File: src/rtl/sha256_pkg.sv
// rtl/sha256_pkg.sv - SHA-256 constants, round functions and engine state type
package sha256_pkg;

    typedef enum logic [2:0] {
        ST_IDLE,
        ST_COMP,
        ST_UPDATE,
        ST_COMP2,
        ST_UPDATE2
    } state_e;

    typedef logic [15:0][31:0] sched_win_t;

    localparam logic [255:0] SHA_IV =
        256'h6a09e667_bb67ae85_3c6ef372_a54ff53a_510e527f_9b05688c_1f83d9ab_5be0cd19;

    // Listed in round order, so round 0 lands in the top word of the packed table.
    localparam logic [63:0][31:0] K_TABLE = {
        32'h428a2f98, 32'h71374491, 32'hb5c0fbcf, 32'he9b5dba5,
        32'h3956c25b, 32'h59f111f1, 32'h923f82a4, 32'hab1c5ed5,
        32'hd807aa98, 32'h12835b01, 32'h243185be, 32'h550c7dc3,
        32'h72be5d74, 32'h80deb1fe, 32'h9bdc06a7, 32'hc19bf174,
        32'he49b69c1, 32'hefbe4786, 32'h0fc19dc6, 32'h240ca1cc,
        32'h2de92c6f, 32'h4a7484aa, 32'h5cb0a9dc, 32'h76f988da,
        32'h983e5152, 32'ha831c66d, 32'hb00327c8, 32'hbf597fc7,
        32'hc6e00bf3, 32'hd5a79147, 32'h06ca6351, 32'h14292967,
        32'h27b70a85, 32'h2e1b2138, 32'h4d2c6dfc, 32'h53380d13,
        32'h650a7354, 32'h766a0abb, 32'h81c2c92e, 32'h92722c85,
        32'ha2bfe8a1, 32'ha81a664b, 32'hc24b8b70, 32'hc76c51a3,
        32'hd192e819, 32'hd6990624, 32'hf40e3585, 32'h106aa070,
        32'h19a4c116, 32'h1e376c08, 32'h2748774c, 32'h34b0bcb5,
        32'h391c0cb3, 32'h4ed8aa4a, 32'h5b9cca4f, 32'h682e6ff3,
        32'h748f82ee, 32'h78a5636f, 32'h84c87814, 32'h8cc70208,
        32'h90befffa, 32'ha4506ceb, 32'hbef9a3f7, 32'hc67178f2
    };

    function automatic logic [31:0] k_const(input logic [5:0] idx);
        return K_TABLE[6'd63 - idx];
    endfunction

    function automatic logic [31:0] rotr(input logic [31:0] x, input int unsigned n);
        return (x >> n) | (x << (32 - n));
    endfunction

    function automatic logic [31:0] ch(input logic [31:0] x, input logic [31:0] y,
                                       input logic [31:0] z);
        return (x & y) ^ (~x & z);
    endfunction

    function automatic logic [31:0] maj(input logic [31:0] x, input logic [31:0] y,
                                        input logic [31:0] z);
        return (x & y) ^ (x & z) ^ (y & z);
    endfunction

    function automatic logic [31:0] big_sigma0(input logic [31:0] x);
        return rotr(x, 2) ^ rotr(x, 13) ^ rotr(x, 22);
    endfunction

    function automatic logic [31:0] big_sigma1(input logic [31:0] x);
        return rotr(x, 6) ^ rotr(x, 11) ^ rotr(x, 25);
    endfunction

    function automatic logic [31:0] small_sigma0(input logic [31:0] x);
        return rotr(x, 7) ^ rotr(x, 18) ^ (x >> 3);
    endfunction

    function automatic logic [31:0] small_sigma1(input logic [31:0] x);
        return rotr(x, 17) ^ rotr(x, 19) ^ (x >> 10);
    endfunction

    // Word-wise mod 2^32 sum of two eight-word hash states.
    function automatic logic [255:0] add_words(input logic [255:0] x, input logic [255:0] y);
        logic [255:0] r;
        r = '0;
        for (int i = 0; i < 8; i++) begin
            r[32*i +: 32] = x[32*i +: 32] + y[32*i +: 32];
        end
        return r;
    endfunction

    // Index 0 of the window is message word 0, taken from the top of the block.
    function automatic sched_win_t block_to_words(input logic [511:0] blk);
        sched_win_t w;
        w = '0;
        for (int i = 0; i < 16; i++) begin
            w[i] = blk[511 - 32*i -: 32];
        end
        return w;
    endfunction

    function automatic logic [511:0] second_pass_block(input logic [255:0] h);
        return {h, 32'h80000000, 192'd0, 32'h00000100};
    endfunction

endpackage

File: src/rtl/sha256_round.sv
// rtl/sha256_round.sv - one combinational SHA-256 compression round
module sha256_round
    import sha256_pkg::*;
(
    input  logic [255:0] state_in,
    input  logic [31:0]  k,
    input  logic [31:0]  w,
    output logic [255:0] state_out
);

    logic [31:0] a, b, c, d, e, f, g, h;
    logic [31:0] t1, t2;

    assign {a, b, c, d, e, f, g, h} = state_in;

    assign t1 = h + big_sigma1(e) + ch(e, f, g) + k + w;
    assign t2 = big_sigma0(a) + maj(a, b, c);

    assign state_out = {t1 + t2, a, b, c, d + t1, e, f, g};

endmodule

File: src/rtl/sha256_block_engine.sv
// rtl/sha256_block_engine.sv - multi-block SHA-256 engine, RPC rounds/clock, optional SHA-256d
module sha256_block_engine
    import sha256_pkg::*;
#(
    parameter int unsigned RPC    = 1,
    parameter bit          DOUBLE = 1'b0
) (
    input  logic         CLK,
    input  logic         nreset,
    input  logic         blk_valid,
    output logic         blk_ready,
    input  logic [511:0] blk_data,
    input  logic         blk_first,
    input  logic         blk_last,
    output logic         digest_valid,
    input  logic         digest_ready,
    output logic [255:0] digest,
    output logic         busy
);

    localparam logic [5:0] RPC_W      = 6'(RPC);
    localparam logic [5:0] LAST_ROUND = 6'(64 - RPC);

    state_e       state_q, state_d;
    logic [5:0]   round_q, round_d;
    sched_win_t   w_q, w_d;
    logic [255:0] work_q, work_d;
    logic [255:0] h_q, h_d;
    logic         first_q, first_d;
    logic         last_q, last_d;
    logic [255:0] digest_q, digest_d;
    logic         digest_valid_q, digest_valid_d;
    logic         blk_ready_q, blk_ready_d;
    logic         busy_q, busy_d;

    // Window plus the RPC schedule words generated this cycle; word j feeds round round_q+j.
    logic [16+RPC-1:0][31:0] sched;
    logic [255:0]            final_work;
    logic [255:0]            new_h;

    always_comb begin
        sched = '0;
        sched[15:0] = w_q;
        for (int j = 0; j < RPC; j++) begin
            sched[16+j] = small_sigma1(sched[14+j]) + sched[9+j]
                        + small_sigma0(sched[1+j]) + sched[j];
        end
    end

    for (genvar j = 0; j < RPC; j++) begin : g_rnd
        logic [255:0] s_in;
        logic [255:0] s_out;
        if (j == 0) begin : g_head
            assign s_in = work_q;
        end else begin : g_link
            assign s_in = g_rnd[j-1].s_out;
        end
        sha256_round u_round (
            .state_in  (s_in),
            .k         (k_const(round_q + 6'(j))),
            .w         (sched[j]),
            .state_out (s_out)
        );
    end

    assign final_work = g_rnd[RPC-1].s_out;
    assign new_h      = add_words(first_q ? SHA_IV : h_q, work_q);

    always_comb begin
        state_d        = state_q;
        round_d        = round_q;
        w_d            = w_q;
        work_d         = work_q;
        h_d            = h_q;
        first_d        = first_q;
        last_d         = last_q;
        digest_d       = digest_q;
        digest_valid_d = digest_valid_q;

        case (state_q)
            ST_IDLE: begin
                if (digest_valid_q && digest_ready) begin
                    digest_valid_d = 1'b0;
                end
                if (blk_valid && blk_ready_q) begin
                    w_d     = block_to_words(blk_data);
                    work_d  = blk_first ? SHA_IV : h_q;
                    first_d = blk_first;
                    last_d  = blk_last;
                    round_d = '0;
                    state_d = ST_COMP;
                end
            end
            ST_COMP, ST_COMP2: begin
                work_d  = final_work;
                w_d     = sched[RPC +: 16];
                round_d = round_q + RPC_W;
                if (round_q == LAST_ROUND) begin
                    state_d = (state_q == ST_COMP) ? ST_UPDATE : ST_UPDATE2;
                end
            end
            ST_UPDATE: begin
                h_d = new_h;
                if (!last_q) begin
                    state_d = ST_IDLE;
                end else if (DOUBLE) begin
                    w_d     = block_to_words(second_pass_block(new_h));
                    work_d  = SHA_IV;
                    round_d = '0;
                    state_d = ST_COMP2;
                end else begin
                    digest_d       = new_h;
                    digest_valid_d = 1'b1;
                    state_d        = ST_IDLE;
                end
            end
            ST_UPDATE2: begin
                // H keeps the first-pass chain; only the digest sees the second pass.
                digest_d       = add_words(SHA_IV, work_q);
                digest_valid_d = 1'b1;
                state_d        = ST_IDLE;
            end
            default: begin
                state_d = ST_IDLE;
            end
        endcase

        blk_ready_d = (state_d == ST_IDLE) && !digest_valid_d;
        busy_d      = (state_d != ST_IDLE);
    end

    always_ff @(posedge CLK or negedge nreset) begin
        if (!nreset) begin
            state_q        <= ST_IDLE;
            round_q        <= '0;
            w_q            <= '0;
            work_q         <= '0;
            h_q            <= SHA_IV;
            first_q        <= 1'b0;
            last_q         <= 1'b0;
            digest_q       <= '0;
            digest_valid_q <= 1'b0;
            blk_ready_q    <= 1'b1;
            busy_q         <= 1'b0;
        end else begin
            state_q        <= state_d;
            round_q        <= round_d;
            w_q            <= w_d;
            work_q         <= work_d;
            h_q            <= h_d;
            first_q        <= first_d;
            last_q         <= last_d;
            digest_q       <= digest_d;
            digest_valid_q <= digest_valid_d;
            blk_ready_q    <= blk_ready_d;
            busy_q         <= busy_d;
        end
    end

    assign blk_ready    = blk_ready_q;
    assign digest_valid = digest_valid_q;
    assign digest       = digest_q;
    assign busy         = busy_q;

endmodule

File: config.mk
export PLATFORM = sky130hd
export DESIGN_NAME = sha256_block_engine
export DESIGN_NICKNAME = d
export VERILOG_FILES = /design/src/rtl/sha256_pkg.sv /design/src/rtl/sha256_round.sv /design/src/rtl/sha256_block_engine.sv
export SDC_FILE = /design/constraint.sdc
export NUM_CORES = 2
export LEC_CHECK = 0
export BUFFER_PORTS_ARGS = -buffer_cell sky130_fd_sc_hd__buf_4
export CAP_MARGIN = 20
export CELL_PAD_IN_SITES_DETAIL_PLACEMENT = 2
export CELL_PAD_IN_SITES_GLOBAL_PLACEMENT = 2
export CORE_ASPECT_RATIO = 0.75
export CORE_UTILIZATION = 33
export DETAILED_ROUTE_END_ITERATION = 6
export PLACE_DENSITY_LB_ADDON = 0.1
export SLEW_MARGIN = 30
export SYNTH_ARGS = -nofsm -noshare
export SYNTH_HDL_FRONTEND = slang
export SYNTH_SLANG_ARGS = --single-unit
File: constraint.sdc
create_clock -name CLK -period 7.3 [get_ports CLK]
set_input_delay 1.095 -clock CLK [delete_from_list [all_inputs] [get_ports CLK]]
set_output_delay 1.095 -clock CLK [all_outputs]
set_load 0.01 [all_outputs]
After elaboration in Yosys (flattened, before gate mapping)
Memories as Yosys holds them, arrays and structs flattened.
Cells that the tools add are included.
{"block": "op_classes", "addsub": 28, "magnitude_cmp": 1, "n_eq_ne": 7, "muxes": 18, "bitwise_logic": 27, "reduce_logical": 13}
{"op": "$mux W256", "n": 4}
{"op": "$pmux W256 S2", "n": 2}
{"op": "$pmux W512 S2", "n": 1}
{"op": "$add A32 B32 Y32", "n": 18}
{"op": "$mux W512", "n": 1}
{"op": "$xor A32 B32 Y32", "n": 9}
{"op": "$and A32 B32 Y32", "n": 5}
{"op": "$add A31 B32 Y32 const A", "n": 3}
{"op": "$add A32 B32 Y32 const A", "n": 3}
{"op": "$add A29 B32 Y32 const A", "n": 1}
{"op": "$add A30 B32 Y32 const A", "n": 1}
{"op": "$mux W32", "n": 1}
{"op": "$not A32 Y32", "n": 1}
{"op": "$or A10 B32 Y32", "n": 1}
{"op": "$or A13 B32 Y32", "n": 1}
{"op": "$or A14 B32 Y32", "n": 1}
{"op": "$or A15 B32 Y32", "n": 1}
{"op": "$or A19 B32 Y32", "n": 1}
{"op": "$or A21 B32 Y32", "n": 1}
{"op": "$or A25 B32 Y32", "n": 1}
{"op": "$or A26 B32 Y32", "n": 1}
{"op": "$or A30 B32 Y32", "n": 1}
{"op": "$or A7 B32 Y32", "n": 1}
{"op": "$xor A32 B22 Y32", "n": 1}
{"op": "22 further kinds", "n": 33}
{"block": "totals", "reg_bits": 1294, "romBits": 2048, "input_bits": 518, "out_inout_bits": 259, "wordCells": 121, "n_memories": 1}
{"name": "(name not given)", "words": 64, "width": 32, "rd": 1, "rd_clocked_by_memory_dff": 0, "wr": 0, "line_no": "sha256_pkg.sv:38", "text": "return K_TABLE[6'd63 - idx];"}

Depth between registers and ports, before layout
{"block": "depth", "ltp_word": 9, "mapped_depth": 39, "mapped_depth_nobuf": 37}

By module
Synthesis repeated with hierarchy kept, for this count alone.
{"block": "hier_totals", "hier_cells": 11219, "hier_area_um2": 91901.9}
{"mod": "sha256_block_engine", "instances": 1, "cells_each": 9857, "area_per_inst_um2": 80777.5, "seq_area_each_um2": 32552.5}
{"mod": "sha256_round", "instances": 1, "cells_each": 1362, "area_per_inst_um2": 11124.4, "seq_area_each_um2": 0.0}

Worst setup path after synthesis
No wires, ideal clock.
{"block": "synth_timing", "path_kind": "reg2reg", "start": "register round_q[2]", "end": "register work_q[255], in the netlist g_rnd[0].s_in[255]", "setup_ps": 135, "arrival_time_ps": 7324, "required_time_ps": 7165, "setup_slack_ps": -160, "stages_incl_launch_ff": 32, "period_less_slack_ps": 7460, "path_cell_list": "dfrtp_1 -> clkinv_1 -> clkbuf_1 -> clkbuf_1 -> ha_1 -> nand2b_1 -> mux4_2 -> a222oi_1 -> fa_1 -> inv_1 -> ha_1 -> a21o_1 -> a21oi_2 -> o21ai_1 -> a41oi_2 -> o21ai_1 -> a311o_1 -> a221o_1 -> a221o_1 -> a21o_1 -> a21o_1 -> xnor2_1 -> fa_1 -> inv_1 -> ha_1 -> a21o_1 -> a21oi_1 -> nand2_1 -> o221ai_1 -> xnor2_1 -> xnor2_1 -> o21ai_0"}
{"block": "synth_via", "elab_chain_len": 7}
{"element": "start: declaration", "line_no": "sha256_block_engine.sv:25", "text": "logic [5:0] round_q, round_d;"}
{"element": "start signal: assignment", "line_no": "sha256_block_engine.sv:147", "text": "round_q <= round_d;"}
{"element": "$sub A6 B6 Y6", "line_no": "sha256_pkg.sv:38"}
{"element": "$mem_v2 Z64 W32"}
{"element": "$mux W32 (implied by the code)", "line_no": "sha256_pkg.sv:38"}
{"element": "$add A32 B32 Y32 (2 in a row)", "line_no": "sha256_round.sv:16", "text": "assign t1 = h + big_sigma1(e) + ch(e, f, g) + k + w;"}
{"element": "$add A32 B32 Y32", "line_no": "sha256_round.sv:19", "text": "assign state_out = {t1 + t2, a, b, c, d + t1, e, f, g};"}
{"element": "$pmux W256 S2", "line_no": "sha256_block_engine.sv:80", "text": "case (state_q)"}
{"element": "end signal: assignment", "line_no": "sha256_block_engine.sv:149", "text": "work_q <= work_d;"}
{"element": "end: declaration", "line_no": "sha256_block_engine.sv:27", "text": "logic [255:0] work_q, work_d;"}
Every way passes these cells. The select of a mux whose other input is x is not followed.
A chain may end at the register's enable or synchronous reset.

Worst setup path in the final report
{"block": "layout_timing", "start": "register round_q[0]", "end": "register work_q[248], in the netlist g_rnd[0].s_in[248]"}
Same word-level chain as after synthesis.

==> metrics <==
period utilization=102%; number of synthesized flops with an enable pin=0; TritonCTS clock tree=done; r2r setup slk=-0.15 ns; worst reg2reg path endpoint=g_rnd[0].s_in[248]$_DFFE_PN0P_; CP required=just under 8 ns; Max Clock Skew=0.100 ns; largest net degree at the start of global routing=218; Ports=777; cell area after layout=between 100,000 and 150,000 um2; R2R Path Start=round_q[0]$_DFFE_PN0P_; cell area after synthesis=87,900 um2; minimum clock period=7.45 ns; total grt overflow=0; Main synth FF type=dfrtp_1; Fill cells=29,400; HP Class=in -> async; R2R depth=35; Max Slew Vio Count=0; Mapped Cells=10,600; relative slew slack=22.7%; CP Launch Type=register; Die Span X=between 500 and 600 um; Layout Nets=between 10,000 and 15,000; Post-DP Area=102,000 um2; Hold Buf Count CTS=0; layout cell share with drive strength beyond 1=20.1%; Area Overhead vs Synth=23.4%; f_max=roughly 130 MHz; number of max-cap violations=0; Synth area leader=dfrtp_1; CTS sink cnt=1,294; CP startpoint=round_q[0]$_DFFE_PN0P_; unrepaired setup endpoints after global routing=true; CTS max path bufs=4; top-area cell type share of the netlist area=32.9%; violated checks=design-rule violations, negative setup slack; endpoints failing setup=8; max incr delay on CP=approximately 0.56 ns; routed via count=between 80,000 and 90,000; num rows=between 150 and 200; DIE AREA=268,000 um2; CP Capture Type=register; global-route wire length before repair=about 690,000 um; initial drt markers=between 8,000 and 9,000; Skew-Pair Late Insertion Delay=0.89 ns; count leader, synth=nand2_1; Post-Layout Cell Count=15,300; antenna violations before repair=between 60 and 70; post-route ant nets=0; Root Driver=clkbuf_16; Die H=449 um; vias in the first global route=a little over 90,000; CP most frequent cell=inv_2; DR pass1 iterations=7; hpwl dp=between 300,000 and 400,000 um; core area=approximately 260,000 um2; critical path class=reg -> reg; post-synth cell types=95; IO buf count=776; Initial Utilization=33.3%; sequential fraction of the synthesis area=37.0%; drt wl/cell=32.5 um; Avg Cell Area, Syn=around 8.3 um2; Max stage delay cell, worst path=a222oi_1; Syn. warnings=0; Post-synth top cells=1,721 x nand2_1, 1,157 x dfrtp_1, 1,125 x nor2_1; Total GRT Usage=35.8%; top cells by area, synth=dfrtp_1 33%, nand2_1 7.3%, ha_1 5.7%; Syn Nets=11,700; DRC Markers=10; clock buffer count from CTS=164; RD Place Congestion=0.960; CP max FO=3; Placed Cells=14,900; final-report hold violation count=0; Yosys reg bits=1,294; H-tree lvl count=4; drt total wl=496,000 um; Async SR Flop Fraction=100%; Arr. time, crit path=8.10 ns; Clock transition at path regs=0.07 ns; outcome=finished with violations; Worst Tran Pin Value=1.16 ns; vias per cell=5.79; Final WS setup=-0.149 ns
## through the flow
stage | hold slack, ns | utilization [%] | setup TNS [ns] | setup WS, ns
after floorplan | 0.444 | - | 0 | 0.0407
after global placement | 0.452 | 38.5 | -7.56 | -0.579
after detailed placement | 0.462 | 38.5 | -11.24 | -0.741
after CTS | 0.135 | 40.8 | -0.0103 | -0.0103
after global routing | 0.151 | 41.1 | -3.46 | -0.401
final | 0.121 | 41.1 | -0.648 | -0.149
## worst max-delay path: cells and delay by family, from the launching register on
kind / cells / cell delay, ns
muxes: 1 / 0.51
DFF: 1 / 0.42
buffers and inverters: 10 / 0.99
AOI/OAI and AO/OA: 11 / 2.35
and+or+nand+nor: 5 / 0.80
xor gates and xnor gates: 2 / 0.30
adders and majority gates: 6 / 1.90
## worst max path at each step
| stage | to | slack (ns) | cells past startpoint |
|---|---|---|---|
| 2_1_floorplan | g_rnd[0].s_in[255]$_DFFE_PN0P_ | 0.04 | 31 |
| 3_3_place_gp | g_rnd[0].s_in[252]$_DFFE_PN0P_ | -0.58 | 38 |
| 3_5_place_dp | g_rnd[0].s_in[252]$_DFFE_PN0P_ | -0.74 | 36 |
| 4_1_cts | g_rnd[0].s_in[254]$_DFFE_PN0P_ | -0.01 | 35 |
| 5_1_grt | g_rnd[0].s_in[127]$_DFFE_PN0P_ | -0.40 | 31 |
| 6_report | g_rnd[0].s_in[248]$_DFFE_PN0P_ | -0.15 | 35 |
## cell usage in the layout, fill, tap and decap left out, types with 60 or more instances in the layout
cell type / count
o22ai_1: 140
o21bai_1: 60
xnor2_1: 415
o21ai_0: 685
nor2b_1: 173
a21oi_1: 465
ha_1: 381
nor2_1: 1113
a222oi_1: 90
nand3_1: 82
a21o_1: 214
dfstp_2: 137
nand2_1: 1709
a211oi_1: 117
nor3_1: 101
nand2b_1: 81
or2_2: 152
dfrtp_1: 1151
a22oi_1: 87
a31oi_1: 572
clkbuf_16: 167
fa_1: 192
buf_4: 1516
xor2_1: 355
inv_1: 538
## metal layers
layer / track usage [%] / vias to the layer above / part of all wire (%)
li1: - / 38400 / -
met1: 53.4 / 46800 / 48
met2: 51.5 / 2708 / 42
met3: 7.79 / 530 / 7.6
met4: 9.79 / 6 / 2.9
met5: 0 / - / 0.0067
## logic make-up after synthesis
logic type / share of synthesized area (%)
AO/OA/AOI/OAI: 21.1
buffers and inverters: 5.55
flip-flops: 37.0
XOR/XNOR: 7.86
multiplexers: 0.636
AND/OR/NAND/NOR: 17.7
adder cells (fa/ha/maj): 10.2
## registers in the layout, summed over array words and instances (netlist names)
signal,cells
g_rnd.s_in,256
digest_valid,1
round_q,6
sched,512
state_q,3
first_q,1
busy,1
last_q,1
blk_ready,1
digest,256
h_q,256
## area by class of cell
type / instances / area (um2) / share of cell area (%)
repair buffers: 1573 / 12400 / 11.5
well taps: 3547 / 4440 / 4.09
multi-input cells: 7988 / 51500 / 47.4
clock inverters: 50 / 684 / 0.631
diodes: 32 / 80.1 / 0.0738
flip-flops and latches: 1294 / 32600 / 30.0
clock buffers: 239 / 4740 / 4.37
inverters: 554 / 2090 / 1.93
## timing repair
item / in CTS / in global routing
setup buffers: 18 / 18
setup endpoints to repair: 31 / 30
pin swaps: 33 / 102
resized for setup: 73 / 145
Power is left out: the tool's default activity adds up to more than one toggle a clock period on the data nets, which glitch-free logic cannot reach.
